[src/rtl/osd_overlay_multigun.sv]
// Final compositor: core video + OSD layer (opaque/translucent) + up to NUM_GUNS lightgun
// crosshairs with per-frame coordinate capture and multi-frame trigger flash.
module osd_overlay_multigun #(
  parameter int         COLOR_W      = 8,
  parameter int         NUM_GUNS     = 2,
  parameter int         PIPE_DEPTH   = 2,
  parameter int         CROSS_SIZE   = 4,
  parameter int         MAX_X        = 319,
  parameter int         MAX_Y        = 239,
  parameter int         FLASH_FRAMES = 4,
  parameter int         BLEND_SHIFT  = 1,
  parameter logic [7:0] GRAY         = 8'hA0
) (
  input  logic                      clk,
  input  logic                      reset,
  input  logic                      pixel_ce,
  input  logic [COLOR_W-1:0]        R_in,
  input  logic [COLOR_W-1:0]        G_in,
  input  logic [COLOR_W-1:0]        B_in,
  input  logic                      hsync_in,
  input  logic                      vsync_in,
  input  logic                      hblank_in,
  input  logic                      vblank_in,
  input  logic [11:0]               x_pix,
  input  logic [11:0]               y_pix,
  input  logic                      osd_opaque,
  input  logic [3*COLOR_W-1:0]      osd_rgb,
  input  logic                      osd_tint,
  input  logic [NUM_GUNS-1:0]       gun_enable,
  input  logic [NUM_GUNS-1:0]       gun_trigger,
  input  logic [12*NUM_GUNS-1:0]    gun_x,
  input  logic [12*NUM_GUNS-1:0]    gun_y,
  output logic [COLOR_W-1:0]        R_out,
  output logic [COLOR_W-1:0]        G_out,
  output logic [COLOR_W-1:0]        B_out,
  output logic                      hsync_out,
  output logic                      vsync_out,
  output logic                      hblank_out,
  output logic                      vblank_out
);

  typedef struct packed {
    logic [COLOR_W-1:0] r;
    logic [COLOR_W-1:0] g;
    logic [COLOR_W-1:0] b;
    logic               hs;
    logic               vs;
    logic               hb;
    logic               vb;
  } px_t;

  localparam px_t PX_RESET = '{r: '0, g: '0, b: '0, hs: 1'b0, vs: 1'b0, hb: 1'b1, vb: 1'b1};

  // GRAY is an 8-bit level; take its top COLOR_W bits so it scales with channel width.
  localparam logic [COLOR_W+7:0]   GRAY_WIDE = {GRAY, {COLOR_W{1'b0}}};
  localparam logic [COLOR_W-1:0]   GRAY_C    = GRAY_WIDE[COLOR_W+7 -: COLOR_W];
  localparam logic [COLOR_W-1:0]   TINT_ADD  = GRAY_C >> 2;

  function automatic logic [COLOR_W-1:0] tint_ch(input logic [COLOR_W-1:0] bg);
    logic [COLOR_W:0] sum;
    sum = {1'b0, bg >> BLEND_SHIFT} + {1'b0, TINT_ADD};
    return sum[COLOR_W] ? {COLOR_W{1'b1}} : sum[COLOR_W-1:0];
  endfunction

  function automatic logic [3*COLOR_W-1:0] gun_colour(input int idx, input logic flashing);
    logic [COLOR_W-1:0] on;
    logic [COLOR_W-1:0] off;
    on  = '1;
    off = '0;
    if (flashing) return {on, off, off};
    case (idx % 4)
      0:       return {off, on,  off};
      1:       return {off, on,  on};
      2:       return {on,  on,  off};
      default: return {on,  off, on};
    endcase
  endfunction

  // ---------------------------------------------------------------- gun state
  logic [11:0]         lat_x [NUM_GUNS];
  logic [11:0]         lat_y [NUM_GUNS];
  logic [3:0]          flash [NUM_GUNS];
  logic [NUM_GUNS-1:0] trig_prev;
  logic [NUM_GUNS-1:0] trig_rise;
  logic                vb_prev;
  logic                vb_rise;

  assign vb_rise   = vblank_in & ~vb_prev;
  assign trig_rise = gun_trigger & ~trig_prev;

  // NOTE: sequential state uses non-blocking assignments so every register samples
  // pre-edge values regardless of statement order.
  always_ff @(posedge clk) begin
    if (reset) begin
      vb_prev   <= 1'b0;
      trig_prev <= '0;
      for (int i = 0; i < NUM_GUNS; i++) begin
        lat_x[i] <= 12'hFFF;
        lat_y[i] <= 12'hFFF;
        flash[i] <= 4'd0;
      end
    end else if (pixel_ce) begin
      vb_prev   <= vblank_in;
      trig_prev <= gun_trigger;
      for (int i = 0; i < NUM_GUNS; i++) begin
        if (vb_rise) begin
          lat_x[i] <= gun_x[12*i +: 12];
          lat_y[i] <= gun_y[12*i +: 12];
        end
        // A trigger edge reloads even when it coincides with the frame tick.
        if (trig_rise[i])
          flash[i] <= 4'(FLASH_FRAMES);
        else if (vb_rise && flash[i] != 4'd0)
          flash[i] <= flash[i] - 4'd1;
      end
    end
  end

  // ---------------------------------------------------------------- hit test
  logic [NUM_GUNS-1:0] hit_now;

  for (genvar g = 0; g < NUM_GUNS; g++) begin : g_hit
    logic [11:0] lo_x, hi_x, lo_y, hi_y;
    logic [12:0] sum_x, sum_y;
    logic        on_screen, h_arm, v_arm;

    assign lo_x  = (lat_x[g] >= 12'(CROSS_SIZE)) ? lat_x[g] - 12'(CROSS_SIZE) : 12'd0;
    assign lo_y  = (lat_y[g] >= 12'(CROSS_SIZE)) ? lat_y[g] - 12'(CROSS_SIZE) : 12'd0;
    assign sum_x = {1'b0, lat_x[g]} + 13'(CROSS_SIZE);
    assign sum_y = {1'b0, lat_y[g]} + 13'(CROSS_SIZE);
    assign hi_x  = (sum_x > 13'(MAX_X)) ? 12'(MAX_X) : sum_x[11:0];
    assign hi_y  = (sum_y > 13'(MAX_Y)) ? 12'(MAX_Y) : sum_y[11:0];

    assign on_screen  = (lat_x[g] <= 12'(MAX_X)) && (lat_y[g] <= 12'(MAX_Y));
    assign h_arm      = (x_pix >= lo_x) && (x_pix <= hi_x) && (y_pix == lat_y[g]);
    assign v_arm      = (y_pix >= lo_y) && (y_pix <= hi_y) && (x_pix == lat_x[g]);
    assign hit_now[g] = gun_enable[g] & on_screen & (h_arm | v_arm);
  end

  // ---------------------------------------------------------------- pipeline
  px_t                 pipe     [1:PIPE_DEPTH];
  logic [NUM_GUNS-1:0] hit_pipe [1:PIPE_DEPTH];

  // NOTE: the delay line is reset (not left as uninitialised storage) so a mid-frame
  // reset refills the output with blanked, crosshair-free pixels.
  always_ff @(posedge clk) begin
    if (reset) begin
      for (int i = 1; i <= PIPE_DEPTH; i++) begin
        pipe[i]     <= PX_RESET;
        hit_pipe[i] <= '0;
      end
    end else if (pixel_ce) begin
      pipe[1]     <= '{r: R_in, g: G_in, b: B_in, hs: hsync_in, vs: vsync_in,
                       hb: hblank_in, vb: vblank_in};
      hit_pipe[1] <= hit_now;
      for (int i = 2; i <= PIPE_DEPTH; i++) begin
        pipe[i]     <= pipe[i-1];
        hit_pipe[i] <= hit_pipe[i-1];
      end
    end
  end

  // ---------------------------------------------------------------- composite
  px_t                  cur;
  logic [3*COLOR_W-1:0] comp;

  assign cur = pipe[PIPE_DEPTH];

  // NOTE: comp gets its default before any conditional override, so no latch is inferred.
  always_comb begin
    comp = {cur.r, cur.g, cur.b};
    if (osd_tint)   comp = {tint_ch(cur.r), tint_ch(cur.g), tint_ch(cur.b)};
    if (osd_opaque) comp = osd_rgb;
    // Walk from the highest index down so the lowest-index hit is applied last and wins.
    for (int i = NUM_GUNS - 1; i >= 0; i--) begin
      if (hit_pipe[PIPE_DEPTH][i]) comp = gun_colour(i, flash[i] != 4'd0);
    end
    if (cur.hb || cur.vb) comp = '0;
  end

  always_ff @(posedge clk) begin
    if (reset) begin
      R_out      <= '0;
      G_out      <= '0;
      B_out      <= '0;
      hsync_out  <= 1'b0;
      vsync_out  <= 1'b0;
      hblank_out <= 1'b1;
      vblank_out <= 1'b1;
    end else if (pixel_ce) begin
      {R_out, G_out, B_out} <= comp;
      hsync_out  <= cur.hs;
      vsync_out  <= cur.vs;
      hblank_out <= cur.hb;
      vblank_out <= cur.vb;
    end
  end

endmodule
[config.mk]
export PLATFORM = sky130hd
export DESIGN_NAME = osd_overlay_multigun
export DESIGN_NICKNAME = d
export VERILOG_FILES = /design/src/rtl/osd_overlay_multigun.sv
export SDC_FILE = /design/constraint.sdc
export NUM_CORES = 1
export LEC_CHECK = 0
export CAP_MARGIN = 20
export CORE_AREA = 2 2 151 153
export DETAILED_ROUTE_END_ITERATION = 6
export DIE_AREA = 0 0 153 155
export PLACE_DENSITY_LB_ADDON = 0.15
export SLEW_MARGIN = 20
export SYNTH_ARGS = -nofsm -noshare
export SYNTH_HDL_FRONTEND = slang
export SYNTH_SLANG_ARGS = --single-unit
[constraint.sdc]
create_clock -name clk -period 5.03 [get_ports clk]
set_clock_uncertainty 0.2 [all_clocks]
set_input_delay 0.503 -clock clk [delete_from_list [all_inputs] [get_ports clk]]
set_output_delay 0.503 -clock clk [all_outputs]
set_load 0.02 [all_outputs]
==> results of run 1 <==
==> layout by cell type (no fill, tap or decap), drive strengths merged, types with 29 or more instances in the layout <==
| cell type | netlist | final |
|---|---|---|
| a21oi | 63 | 63 |
| and2 | 66 | 66 |
| clkdlybuf4s50 | 0 | 159 |
| dfxtp | 31 | 31 |
| edfxtp | 116 | 116 |
| ha | 118 | 118 |
| nand2 | 105 | 105 |
| nand3 | 29 | 29 |
| nand4 | 35 | 35 |
| nor2 | 89 | 89 |
| o21ai | 46 | 46 |
| or3 | 49 | 49 |
| xnor2 | 78 | 78 |
==> power by group through the flow <==
stage	registers (mW)	logic, mW	clock network [mW]
floorplan	1.43	0.320	0
global placement	1.45	0.506	0
detailed placement	1.45	0.512	0
CTS	1.43	0.516	1.32
global route	1.44	0.574	1.37
finish	1.43	0.515	1.30
==> through the flow <==
| step | std cells | total power, mW | utilization (%) | area, um2 |
|---|---|---|---|---|
| 2_1_floorplan | 1152 | 1.75 | - | 10900 |
| 3_3_place_gp | 1543 | 1.96 | 56.9 | 12600 |
| 3_5_place_dp | 1543 | 1.96 | 56.9 | 12600 |
| 4_1_cts | 1575 | 3.26 | 59.5 | 13200 |
| 5_1_grt | 1576 | 3.38 | 59.5 | 13200 |
| 6_report | 1576 | 3.24 | 59.5 | 13200 |
==> routing by layer <==
layer / global-route usage [%] / up-vias
met5: 0 / -
met4: 6.97 / 2
met3: 4.23 / 38
met2: 35.9 / 246
met1: 33.5 / 4090
li1: - / 4384
==> cell type report <==
cell class | instances | area [um2]
tap | 285 | 357
antenna | 1 | 2.50
clock inverter | 14 | 163
inverter | 19 | 71.3
multi-input combinational | 923 | 6440
clock buffer | 18 | 429
timing repair buffer | 169 | 1660
sequential | 147 | 4100
fill | 1941 | 8990
==> kinds of logic after synthesis <==
group / synth area share, %
AND/OR/NAND/NOR: 21.6
AO/OA/AOI/OAI: 12.1
flip-flops: 37.8
adder cells (fa/ha/maj): 13.6
XOR/XNOR: 8.38
buffers and inverters: 3.51
multiplexers: 3.09
other: 0.0345
==> how the worst max path moves through the flow <==
stage	to	slack, ps	cells past startpoint
final	hit_pipe[1][0]	970	15
after global routing	hit_pipe[1][0]	470	15
after CTS	hit_pipe[1][0]	960	15
after detailed placement	hit_pipe[1][0]	1030	15
after global placement	hit_pipe[1][0]	1140	15
after floorplan	hit_pipe[1][0]	1470	16
==> registers in the layout, indices dropped and copies added, names as in the netlist <==
signal and flops:
trig_prev 2, hit_pipe 4, hsync_out 1, R_out 8, B_out 8, vsync_out 1
G_out 8, lat_y 24, pipe 56, flash 8, vblank_out 1, vb_prev 1
hblank_out 1, lat_x 24
==> critical path: cells and delay by family (launching register included) <==
| family | cells | cell delay, ps |
|---|---|---|
| compound gates | 8 | 1710 |
| fa+ha+maj | 2 | 650 |
| simple gates | 4 | 580 |
| flops | 1 | 530 |
| buf+inv | 1 | 190 |
==> impl_metrics.toml, run 1 <==
[run_status]
status = "completed"

[die]
floorplan.io_pins = 161
die_w_um = 153
starting_density_pct = 48.9
die_h_um = 155
core-area_mm2 = 0.0222
die-area_mm2 = 0.0237
num_rows = 55

[critical_path]
critical_path.max_stage_delay_ps = 530
path_cells = "inv_1 -> ha_1 -> and2_1 -> a31oi_1 -> nor3_1 -> o21ai_0 -> a41oi_2 -> nor2_1 -> ha_1 -> nor2b_1 -> o211ai_1 -> a211oi_1 -> a2111oi_0 -> o211ai_1 -> a2111oi_2"
setup.worst_path.class = "register to register"
rrSetupSlack_ps = 970
rr_worst_depth = 15
crit_start = "lat_x[0][2]"
critical_path.endpoint_type = "register"
crit_fanout = 10
cp.required_ps = 5070
crit_path_start_kind = "register"
cp.arrival_ps = 4100
worstReg2RegEnd = "hit_pipe[1][0]"
worst_path_max_delay_cell = "sky130_fd_sc_hd__edfxtp_1"
worst_r2r_startpoint = "lat_x[0][2]"

[clock_tree]
post_cts_hold_fix_bufs = 0
path_clk_slew_ps = 70
gates_resized_cts_repair = 0
level_count_of_the_clock_h_tree = 4
cts.sink_count = 147
cts_inserted_buffers = 17
worst_skew_pair.late_latency_ps = 420
cts_buffer_depth = 2
cts_tree = "yes"
clock_tree.root_cell = "sky130_fd_sc_hd__clkbuf_16"
cts_post_setup_buffers_inserted = 0

[synth]
netlist_instances = 1139
fraction_of_synthesis_flops_using_an_asynchronous_set_or_reset_pin_pct = 0
count_leader_synth = "sky130_fd_sc_hd__ha_1"
syn_area_mm2 = 0.0109
synth-seq-cells = 147
synth_top_area_cell = "sky130_fd_sc_hd__edfxtp_1"
ys.warnings.count = 0
synth_flop_cell = "sky130_fd_sc_hd__edfxtp_1"
ys_types = 64
synth_enable_flop_cells = 116
synth_largest_type_area_fraction_pct = 32.0
synth.top_cells.by_count = "sky130_fd_sc_hd__ha_1, sky130_fd_sc_hd__edfxtp_1, sky130_fd_sc_hd__nand2_1"
synth_seq_area_share_pct = 37.8
synth_area_per_cell_um2 = 9.54
netlist_top_cells_area = "sky130_fd_sc_hd__edfxtp_1, sky130_fd_sc_hd__ha_1, sky130_fd_sc_hd__xnor2_1, sky130_fd_sc_hd__dfxtp_1, sky130_fd_sc_hd__and2_1"

[global_route]
grt-ovfl-total = 0
grt_first_pass_wirelength_mm = 43.9
grt_max_degree = 52
antenna_found_initial = 2
track_usage_pct = 23.3
grt_pass1_vias = 8252

[placement]
port-buffer-count = 160
detailedPlace.worstSlack_ps = 1030
finalWeightedCongestion = 0.906
post_detailed_placement_half_perimeter_wirelength_mm = 20.5

[job]
max_cap_violations = 0

[timing]
setup_tns_ps = 0
max_freq_ghz = 0.246
worst_slew_pin_slew_ps = 899
min_period_ps = 4060
final.period_utilization_pct = 80.7
slew_headroom_pct = 40.1
hold_slack_ps = 235
rsz0062_at_grt = "no"
slew_violations = 0
layout_setup_ws_ps = 972
report.final.setup_viol = 0
hold_violations = 0

[power_and_ir_drop]
irDropWorstVdd_v = 0.000192
comb_power_share_pct = 15.9
power.density_mw_per_mm2 = 245
total_switching_power_mw = 0.897
netSwitchingFraction_pct = 27.7
leakage_nw = 5.30
p_clk_share_pct = 40.1
seq_power_share_pct = 44.0
cell_internal_pwr_mw = 2.34

[drt]
routedWlPerCell_um = 17.4
highest-signal-layer = "met5"
met1_length_mm = 13.1
total_number_of_vias = 8760
detail_route.vias_per_cell = 5.56
route.detailed.drc = 0
detailedRoute.firstIterationViolations = 526
routed_wl_mm = 27.4
met3RoutedLength_mm = 1.42
met2_routed_wirelength_mm = 12.2
drt-pass1-iter-count = 5
drt.antenna.violating_nets = 0

[cells_and_area]
flow.area_growth_from_synthesis_pct = 21.7
final_layout_size_suffix_gt1_share_pct = 5.89
final_nets = 1528

[worst_hold_path]
cell_depth_of_the_worst_min_delay_path = 2
min-delay-path-class = "input pin to register"
capture_endpoint_of_the_worst_hold_path = "trig_prev[1]"
worst_hold_startpoint = "reset"
Note: power is estimated with default switching activity, not from simulation.
==> inputs of run 2 (changes only) <==
- clock period: 5.03 -> 4.21 ns (I/O delays scaled with it)
==> run 2 against run 1 <==
Against the previous run: flip-flop and latch count stayed put; critical path depth stayed put; setup slack worse by 630 ps; die area stayed put; via count is 0.63% higher; power is 18% higher; worst hold slack worse by 66 ps; final cell count is 0.70% higher; largest power group unchanged; highest routed layer is now met4.
==> impl_metrics.toml, run 2 (same netlist as run 1, synthesis figures left out) <==
[die]
core-area_mm2 = 0.0222
die_h_um = 155
num_rows = 55
floorplan.io_pins = 161
die_w_um = 153
die-area_mm2 = 0.0237
starting_density_pct = 48.9

[drt]
detailedRoute.firstIterationViolations = 585
total_number_of_vias = 8815
routed_wl_mm = 27.9
routedWlPerCell_um = 17.6
drt-pass1-iter-count = 5
detail_route.vias_per_cell = 5.55
drt.antenna.violating_nets = 0
route.detailed.drc = 0

[critical_path]
cp.arrival_ps = 3910
setup.worst_path.class = "register to register"
crit_fanout = 7
worst_r2r_startpoint = "lat_x[0][2]"
critical_path.endpoint_type = "register"
crit_path_start_kind = "register"
cp.required_ps = 4250
crit_start = "lat_x[0][2]"

[clock_tree]
post_cts_hold_fix_bufs = 0
cts_buffer_depth = 2
cts_tree = "yes"
cts_post_setup_buffers_inserted = 0
clock_tree.root_cell = "sky130_fd_sc_hd__clkbuf_16"
cts.sink_count = 147
level_count_of_the_clock_h_tree = 4
gates_resized_cts_repair = 0
path_clk_slew_ps = 70
cts_inserted_buffers = 17
worst_skew_pair.late_latency_ps = 430

[cells_and_area]
layout.cells.most_common = "sky130_fd_sc_hd__clkdlybuf4s50_1"
final_design_area_no_fill_mm2 = 0.0133
final_layout_size_suffix_gt1_share_pct = 6.76
layout_top_registers = "pipe: 56 flops, lat_x: 24 flops, lat_y: 24 flops"
diode_insertion_count_for_antenna_repair = 0
flow.area_growth_from_synthesis_pct = 22.4
commonest_non_fill_non_tap_cells_in_the_layout = "sky130_fd_sc_hd__clkdlybuf4s50_1, sky130_fd_sc_hd__ha_1, sky130_fd_sc_hd__edfxtp_1, sky130_fd_sc_hd__nand2_1, sky130_fd_sc_hd__nor2_1"
largest_reg_flops = 56
final_nets = 1540
top_register = "pipe"

[power_and_ir_drop]
total_power_mw = 3.81
leakage_nw = 5.34
irDropWorstVdd_v = 0.000233
power.density_mw_per_mm2 = 286

[placement]
finalWeightedCongestion = 0.904
port-buffer-count = 160
post_detailed_placement_half_perimeter_wirelength_mm = 20.9
placed_area_mm2 = 0.0127

[run_status]
status = "completed"

[global_route]
grt_max_degree = 49
track_usage_pct = 23.5
antenna_found_initial = 0
grt-ovfl-total = 0
grt_pass1_vias = 8462
grt_first_pass_wirelength_mm = 44.4

[worst_hold_path]
min-delay-path-class = "input pin to register"
worst_hold_startpoint = "reset"

[timing]
min_period_ps = 3870
final.period_utilization_pct = 91.9
slew_headroom_pct = 47.6
report.final.setup_viol = 0
setup_tns_ps = 0
hold_slack_ps = 169
hold_violations = 0
slew_violations = 0
max_freq_ghz = 0.258
rsz0062_at_grt = "no"
worst_slew_pin_slew_ps = 786

[job]
max_cap_violations = 0
-- run 2: critical path, stage by stage, from the launching register on --
cell and delay (ps):
sky130_fd_sc_hd__edfxtp_1 400, sky130_fd_sc_hd__inv_1 160, sky130_fd_sc_hd__ha_1 270, sky130_fd_sc_hd__and2_1 160, sky130_fd_sc_hd__a41oi_1 210, sky130_fd_sc_hd__nor3_1 70
sky130_fd_sc_hd__o21ai_0 220, sky130_fd_sc_hd__a41oi_2 230, sky130_fd_sc_hd__nor2_1 180, sky130_fd_sc_hd__ha_1 260, sky130_fd_sc_hd__nor2b_1 130, sky130_fd_sc_hd__o211ai_1 210
sky130_fd_sc_hd__a211oi_1 110, sky130_fd_sc_hd__a2111oi_1 370, sky130_fd_sc_hd__o211ai_1 190, sky130_fd_sc_hd__a2111oi_2 310
-- run 2: worst paths after layout --
kind                                       end  slack [ps]  cells after the start
worst max-delay path            hit_pipe[1][0]         340                     15
worst min-delay path              trig_prev[0]         170                      2
worst max register to register  hit_pipe[1][0]         340                     15
worst min register to register        R_out[1]         260                      1
-- run 2: area by class of cell --
cell class	count	area (um2)
clock buffer	18	429
clock inverter	14	136
fill	1945	8920
inverter	19	71.3
multi-input combinational	923	6440
sequential	147	4100
tap	285	357
timing repair buffer	181	1770
-- run 2: where the power goes --
group | leakage (nW) | switching (mW) | internal (mW) | total, mW
Clock | 0.275 | 0.699 | 0.784 | 1.48
Sequential | 1.36 | 0.0559 | 1.64 | 1.70
Combinational | 3.71 | 0.316 | 0.315 | 0.631
-- run 2: metrics by stage --
step | cells | util (%) | setup WS (ps)
detailed placement | 1555 | 57.3 | 373
global route | 1587 | 59.9 | 24.7
global placement | 1555 | 57.3 | 466
CTS | 1587 | 59.9 | 320
finish | 1587 | 59.9 | 341
floorplan | 1152 | - | 653
-- run 2: routing by layer --
layer	wire (um)	share of wire (%)	global-route usage, %
met5	0	0	0
met4	541	1.9	7.05
met3	1230	4.4	3.82
met2	12900	46	37.4
met1	13200	47	33.3
==> inputs of run 3 (changes only) <==
- SETUP_SLACK_MARGIN: not set -> 0.3
==> run 3 against run 2 <==
Against the previous run: final cell count rose by 0.19%; flip-flop and latch count did not move; core utilization rose by 0.17 points; clock-buffer cell count did not move.
==> impl_metrics.toml, run 3 (same netlist as run 1, synthesis figures left out) <==
[run_status]
status = "completed"

[timing]
final.period_utilization_pct = 89.6
hold_slack_ps = 169
slew_headroom_pct = 48.3
min_period_ps = 3770
worst_slew_pin_slew_ps = 776
slew_violations = 0
max_freq_ghz = 0.265
rsz0062_at_grt = "yes"
report.final.setup_viol = 0
setup_tns_ps = 0
hold_violations = 0

[clock_tree]
cts_tree = "yes"
cts_buffer_depth = 2
level_count_of_the_clock_h_tree = 4
cts.sink_count = 147
cts_inserted_buffers = 17
worst_skew_pair.late_latency_ps = 430
clock_tree.root_cell = "sky130_fd_sc_hd__clkbuf_16"
path_clk_slew_ps = 70

[critical_path]
worst_r2r_startpoint = "lat_x[0][2]"
critical_path.endpoint_type = "register"
cp.arrival_ps = 3810
cp.required_ps = 4250
critical_path.max_stage_delay_ps = 400
crit_path_start_kind = "register"
critical-path-top-delay-family = "compound AO/OA/AOI/OAI gates"
critical_path.n_buffers_inverters = 1
rrSetupSlack_ps = 440
worstReg2RegEnd = "hit_pipe[1][0]"
path_cells = "inv_1 -> ha_1 -> and2_1 -> a41oi_1 -> nor3_1 -> o21ai_0 -> a41oi_2 -> nor2_1 -> ha_1 -> nor2b_1 -> o211ai_1 -> a211oi_1 -> a2111oi_2 -> o211ai_1 -> a2111oi_2"
crit_fanout = 7
rr_worst_depth = 15
setup.worst_path.class = "register to register"
worst_path_max_delay_cell = "sky130_fd_sc_hd__edfxtp_1"

[power_and_ir_drop]
leakage_nw = 5.36
irDropWorstVdd_v = 0.000232
power.density_mw_per_mm2 = 286
total_power_mw = 3.81

[drt]
route.detailed.drc = 0
detail_route.vias_per_cell = 5.56
total_number_of_vias = 8835
routed_wl_mm = 27.9
routedWlPerCell_um = 17.6
drt-pass1-iter-count = 5
detailedRoute.firstIterationViolations = 643
drt.antenna.violating_nets = 0

[cells_and_area]
commonest_non_fill_non_tap_cells_in_the_layout = "sky130_fd_sc_hd__clkdlybuf4s50_1, sky130_fd_sc_hd__ha_1, sky130_fd_sc_hd__edfxtp_1, sky130_fd_sc_hd__nand2_1, sky130_fd_sc_hd__nor2_1"
flow.area_growth_from_synthesis_pct = 22.8
largest_reg_flops = 56
final_layout_size_suffix_gt1_share_pct = 7.20
diode_insertion_count_for_antenna_repair = 0
layout.cells.most_common = "sky130_fd_sc_hd__clkdlybuf4s50_1"
layout_top_registers = "pipe: 56 flops, lat_x: 24 flops, lat_y: 24 flops"
final_design_area_no_fill_mm2 = 0.0133
top_register = "pipe"
final_nets = 1543

[die]
floorplan.io_pins = 161
starting_density_pct = 48.9
die_h_um = 155
num_rows = 55
die-area_mm2 = 0.0237
die_w_um = 153
core-area_mm2 = 0.0222

[global_route]
track_usage_pct = 23.5
grt_first_pass_wirelength_mm = 44.4
grt_pass1_vias = 8462
grt-ovfl-total = 0
antenna_found_initial = 0
grt_max_degree = 49

[worst_hold_path]
cell_depth_of_the_worst_min_delay_path = 2
capture_endpoint_of_the_worst_hold_path = "vb_prev"
min-delay-path-class = "input pin to register"
worst_hold_startpoint = "reset"

[placement]
post_detailed_placement_half_perimeter_wirelength_mm = 20.9
finalWeightedCongestion = 0.904
placed_area_mm2 = 0.0127
port-buffer-count = 160

[job]
max_cap_violations = 0
-- run 3: worst max path at each step --
stage | startpoint | to | depth (start not counted)
floorplan | lat_x[0][2] | hit_pipe[1][0] | 16
global placement | lat_x[0][2] | hit_pipe[1][0] | 15
detailed placement | lat_x[0][2] | hit_pipe[1][0] | 15
CTS | lat_x[0][2] | hit_pipe[1][0] | 15
global route | lat_y[0][7] | hit_pipe[1][0] | 13
finish | lat_x[0][2] | hit_pipe[1][0] | 15
-- run 3: layer usage --
layer / part of all wire, % / routed length (um) / track usage [%]
met2: 46 / 12900 / 37.4
met4: 2.1 / 595 / 7.05
met3: 4.4 / 1230 / 3.82
met1: 47 / 13200 / 33.3
met5: 0 / 0 / 0
-- run 3: through the flow --
step                cells  setup slack [ps]  utilization [%]
CTS                  1587               320             59.9
floorplan            1152               653                -
detailed placement   1555               373             57.3
global placement     1555               466             57.3
global route         1590               172             60.0
finish               1590               438             60.0
-- run 3: what timing repair did --
action	CTS	global route
hold buffers	0	0
resized for setup	0	5
setup endpoints to repair	0	2
buffers inserted	0	3
-- run 3: area by class of cell --
class / instances / area [um2]
fillers: 1940 / 8880
multi-input cells: 923 / 6460
flip-flops and latches: 147 / 4100
repair buffers: 184 / 1790
clock buffers: 18 / 429
well taps: 285 / 357
clock inverters: 14 / 136
inverters: 19 / 71.3
-- run 3: report_power, final --
part	switching [mW]	internal, mW
sequential	0.0558	1.64
clock	0.696	0.784
combinational	0.318	0.317
total	1.07	2.74
-- run 3: worst reg2reg max path, cell delays in order (launching register included) --
cell and delay (ps):
sky130_fd_sc_hd__edfxtp_1 400, sky130_fd_sc_hd__inv_1 160, sky130_fd_sc_hd__ha_1 280, sky130_fd_sc_hd__and2_1 160
sky130_fd_sc_hd__a41oi_1 210, sky130_fd_sc_hd__nor3_1 80, sky130_fd_sc_hd__o21ai_0 240, sky130_fd_sc_hd__a41oi_2 240
sky130_fd_sc_hd__nor2_1 180, sky130_fd_sc_hd__ha_1 260, sky130_fd_sc_hd__nor2b_1 130, sky130_fd_sc_hd__o211ai_1 210
sky130_fd_sc_hd__a211oi_1 120, sky130_fd_sc_hd__a2111oi_2 230, sky130_fd_sc_hd__o211ai_1 170, sky130_fd_sc_hd__a2111oi_2 310
